$ cat src/rtl/alu_control_unit.sv
// ALU control decoder: turns the main-decoder operation class plus funct into
// an ALU control code, available combinationally and as a registered copy.
module alu_control_unit #(
  parameter logic [3:0] ILLEGAL_CODE = 4'hF
) (
  input  logic       clk,
  input  logic       rst_n,
  input  logic [1:0] aluop,
  input  logic [5:0] funct,
  output logic [3:0] aluctl,
  output logic       illegal,
  output logic [3:0] aluctl_q,
  output logic       illegal_q
);

  logic [3:0] w_aluctl;
  logic       w_illegal;
  logic [3:0] r_aluctl;
  logic       r_illegal;

  // Full 6-bit funct match: upper-bit patterns fall to the illegal default
  // rather than aliasing onto codes 0..6.
  always_comb begin
    w_aluctl  = 4'd2;
    w_illegal = 1'b0;
    case (aluop)
      2'd0:    w_aluctl = 4'd2;
      2'd1:    w_aluctl = 4'd6;
      2'd2: begin
        case (funct)
          6'd0:    w_aluctl = 4'd2;
          6'd1:    w_aluctl = 4'd6;
          6'd2:    w_aluctl = 4'd0;
          6'd3:    w_aluctl = 4'd12;
          6'd4:    w_aluctl = 4'd1;
          6'd5:    w_aluctl = 4'd7;
          6'd6:    w_aluctl = 4'd13;
          default: begin
            w_aluctl  = ILLEGAL_CODE;
            w_illegal = 1'b1;
          end
        endcase
      end
      default: w_aluctl = 4'd2;
    endcase
  end

  always_ff @(posedge clk or negedge rst_n) begin
    if (!rst_n) begin
      r_aluctl  <= 4'd0;
      r_illegal <= 1'b0;
    end else begin
      r_aluctl  <= w_aluctl;
      r_illegal <= w_illegal;
    end
  end

  assign aluctl    = w_aluctl;
  assign illegal   = w_illegal;
  assign aluctl_q  = r_aluctl;
  assign illegal_q = r_illegal;

endmodule

$ cat config.mk
export PLATFORM = sky130hd
export DESIGN_NAME = alu_control_unit
export DESIGN_NICKNAME = d
export VERILOG_FILES = /design/src/rtl/alu_control_unit.sv
export SDC_FILE = /design/constraint.sdc
export NUM_CORES = 1
export LEC_CHECK = 0
export BUFFER_PORTS_ARGS = -buffer_cell sky130_fd_sc_hd__buf_4
export CAP_MARGIN = 10
export CELL_PAD_IN_SITES_DETAIL_PLACEMENT = 1
export CELL_PAD_IN_SITES_GLOBAL_PLACEMENT = 2
export CORE_MARGIN = 5
export CORE_UTILIZATION = 18
export CTS_CLUSTER_SIZE = 20
export DETAILED_ROUTE_END_ITERATION = 8
export HOLD_SLACK_MARGIN = 0.05
export PLACE_DENSITY_LB_ADDON = 0.2
export SKIP_CTS_REPAIR_TIMING = 1
export SKIP_LAST_GASP = 1
export SLEW_MARGIN = 20
export SYNTH_ARGS = -nofsm -noshare
export SYNTH_HDL_FRONTEND = slang
export SYNTH_SLANG_ARGS = --single-unit
$ cat constraint.sdc
create_clock -name clk -period 0.9 [get_ports clk]
set_input_delay 0.09 -clock clk [delete_from_list [all_inputs] [get_ports clk]]
set_output_delay 0.09 -clock clk [all_outputs]
set_load 0.02 [all_outputs]
* Yosys cells after proc, flatten, opt, wreduce, memory -nomap -nowiden
Cells that the tools add are included.
** Storage, ports and cells
- Register bits :: 5
- Latch bits :: 0
- RAM bits :: 0
- ROM bits :: 0
- Input bits :: 10
- Word-level logic and storage cells :: 16
- Memories kept :: 0
** Cells by class
- $add $sub $neg :: 0
- Multipliers :: 0
- Div/mod/pow operators :: 0
- Order comparisons :: 0
- Equality and inequality tests :: 8
- Shift operators :: 0
- Mux-type cells :: 4
- Bitwise gates (word level) :: 0
- Reductions and logical operators :: 2
** Operators with widths (count)
- $pmux 4 s7 :: 1
- $eq 6x3->1 const B :: 3
- $eq 6x2->1 const B :: 2
- $pmux 4 s2 :: 1
- $reduce_or 7->1 :: 1
- $eq 6x1->1 const B :: 1
- $logic_not 6->1 :: 1
- $eq 2x1->1 const B :: 1
- $eq 2x2->1 const B :: 1
- $mux 1 :: 2

* Depth between registers and ports, before layout
- Depth after elaboration :: 4
- Depth in mapped cells :: 4
- Mapped depth without buffers :: 4

* Worst setup path after synthesis
No wires, ideal clock.
- Kind :: in2reg
- Start :: input aluop[0]
- End :: register r_aluctl[2], in the netlist aluctl_q[2]
- Data arrival time :: 987 ps
- Data required time :: 710 ps
- Path slack :: -277 ps
- Stages on the path :: 3
- Path buffers :: 0
- Cells stage by stage :: inv_1 > ha_1 > a211oi_1
** Between the ends
- Longest elaborated chain between the ends :: 2
** Ends and longest elaborated chain
- start: declaration :: line 8 : input logic [1:0] aluop,
- $eq 2x2->1 or $eq 2x1->1 (tied branches) :: line 26 : case (aluop)
- $pmux 4 s2 * :: line 26
- via aluctl[2] :: line 10 : output logic [3:0] aluctl,
- end signal: assignment :: line 53 : r_aluctl <= w_aluctl;
- end: declaration :: line 18 : logic [3:0] r_aluctl;
The timed path passes the listed nets; every way through them passes the cells marked *.

* Worst setup path after layout
- Start :: input funct[5]
- End :: output aluctl[1]
** Between the ends
- Longest elaborated chain between the ends :: 3
** Ends and longest elaborated chain
- start: declaration :: line 9 : input logic [5:0] funct,
- $eq 6x3->1, or another cell as far along :: line 30 : case (funct)
- $pmux 4 s7 * :: line 30
- $pmux 4 s2 * :: line 26
- end: declaration :: line 10
Mark *: on every way between the ends. The rest lies on a longest branch, timed or not.

==> results.json <==
{
  "nNetsFinal": 65,
  "fmax_mhz": 1010,
  "dr.pass1.iters": 1,
  "worstPathCellList": "buf_6, nor3_4, o21ai_2, a211o_1, buf_6",
  "io_pins": 20,
  "die_x_um": 48.1,
  "drv_cap": 0,
  "syn_avg_cell_area_sq_um": 10.9,
  "yosysTopAreaCell": "dfrtp_1",
  "cp_max_fo": 2,
  "vias_per_cell": 4.31,
  "synth_nets": 36,
  "synth_most_common_cell": "dfrtp_1",
  "drive_gt1_share_pct": 73.1,
  "slew_headroom_pct": 83.8,
  "overflow": 0,
  "max_slew.worst_pin.slew_ns": 0.241,
  "worst-path-buf-inv": 2,
  "grt_util_all_layers_pct": 7.83,
  "cts_buffers": 3,
  "clock-root-buffer": "clkbuf_4",
  "yosysWarnings": 0,
  "cp_top_family": "compound AO/OA/AOI/OAI gates",
  "crit_arrival_ns": 0.90,
  "setup_violations": 5,
  "synth_top_area_share_pct": 47.8,
  "dr.first_iter.drc_count": 0,
  "worst_slack_ns": -0.0859,
  "design.core.area_sq_um": 1330,
  "rsz0062_at_grt": "yes",
  "hold_class": "in2reg",
  "grt_pass1_vias": 282,
  "synthesis.area_sq_um": 262,
  "wirelength_um": 875,
  "synth-edff-count": 0,
  "yosys-top-cells-count": "dfrtp_1 (5), inv_1 (3), a211oi_1 (2), a21oi_1 (2), ha_1 (2)",
  "fin_util_pct": 43.3,
  "hold-worst-slack_ns": 0.162,
  "p_per_area_nw_per_um2": 1280,
  "wl_per_cell_um": 13.1,
  "violations": "negative setup slack",
  "antennaDiodeCount": 0,
  "period_share_pct": 110,
  "antenna_found_initial": 0,
  "drt-met1-wl_um": 271,
  "start_kind": "primary input",
  "met3WireLength_um": 88,
  "synth_cell_type_count": 15,
  "crit_path_top_delay_cell": "a211o_1",
  "die_area_sq_um": 2320,
  "highest_layer": "met4",
  "worstPathRequired_ns": 0.81,
  "synth.ff_latch_count": 5,
  "async_flop_share_pct": 100,
  "yosysSeqAreaShare_pct": 47.8,
  "initial_core_util_pct": 19.6,
  "met2_length_um": 510,
  "endpoint_kind": "output port",
  "gp_congestion": 0.698,
  "cts.sinks": 5,
  "syn2layout_area_growth_pct": 121,
  "hold_violations": 0,
  "netlist_instances": 24,
  "hpwl_um": 707,
  "ir_drop_v": 0.000442,
  "grt_pass1_wl_um": 1150,
  "grt_max_degree": 6,
  "slew_violations": 0,
  "die_h_um": 48.1,
  "p_leak_nw": 0.276,
  "io_buffers": 19,
  "clk_pin_slew_ns": 0.04,
  "outcome": "finished, violations left",
  "slowest_delay_ns": 0.29,
  "n_fill_cell": 148,
  "min_period_ns": 0.986,
  "crit_top_cell": "buf_6",
  "via_count": 289,
  "post-route-drc-count": 0,
  "cts_tree": "done",
  "path_class": "in2out",
  "synth_ff_type": "dfrtp_1",
  "synth_area_leaders": "dfrtp_1 (48%), ha_1 (9.6%), nor3_4 (6.2%)",
  "clock_path_buffers": 2,
  "cts_htree_levels": 1,
  "rows": 13,
  "postRouteAntennaNets": 0
}
-- per-layer routing --
layer / GRT usage (%) / vias to the layer above
li1: - / 140
met1: 6.42 / 136
met2: 14.2 / 11
met3: 3.32 / 2
met4: 6.45 / 0
met5: 0 / -
-- path summary, 6_finish.rpt --
path	cells after the start	from	to	slack, ns
max	5	funct[5]	aluctl[1]	-0.09
min	3	aluop[1]	aluctl_q[2]	0.16
max in group asynchronous	2	rst_n	illegal_q	0.60
min in group asynchronous	2	rst_n	aluctl_q[1]	0.19
-- kinds of logic (layout without fill, tap and decap cells) --
logic type                 after synthesis  after routing  synth area share (%)
AOI/OAI and AO/OA                        8              8                  21.1
DFF                                      5              5                  47.8
adders and majority gates                2              2                  9.57
and+or+nand+nor                          6              6                  17.2
buffers and inverters                    3             31                  4.31
-- layout make-up --
type	count	area [sq um]	share of cell area [%]
sequential	5	125	21.6
multi-input combinational	16	185	32.0
timing repair buffer	24	209	36.1
tap	15	18.8	3.25
inverter	3	13.8	2.38
clock buffer	4	26.3	4.55
-- power breakdown --
group          internal [mW]  switching (mW)
clock                  0.167          0.0790
sequential             0.241         0.00386
combinational          0.130           0.122
-- registers in the layout, indices dropped and copies added (netlist names) --
register,count
aluctl_q,4
illegal_q,1
-- metrics by stage --
step	cells	setup WS [ns]	setup TNS [ns]	power [mW]	cell area (sq um)
detailed placement	62	-0.212	-1.08	0.455	465
global placement	62	-0.210	-1.01	0.450	465
CTS	66	-0.210	-0.878	0.713	492
global route	67	-0.134	-0.453	0.785	578
floorplan	24	-0.0731	-0.314	0.339	274
finish	67	-0.0859	-0.248	0.743	578
-- layout by cell type, fill, tap and decap left out, types with 2 or more instances in the layout --
cell and instances:
buf_6 5, ha_4 2, clkbuf_4 3, dfrtp_1 5, buf_4 17, a211oi_2 2
Note: power is estimated with default switching activity, not from simulation.
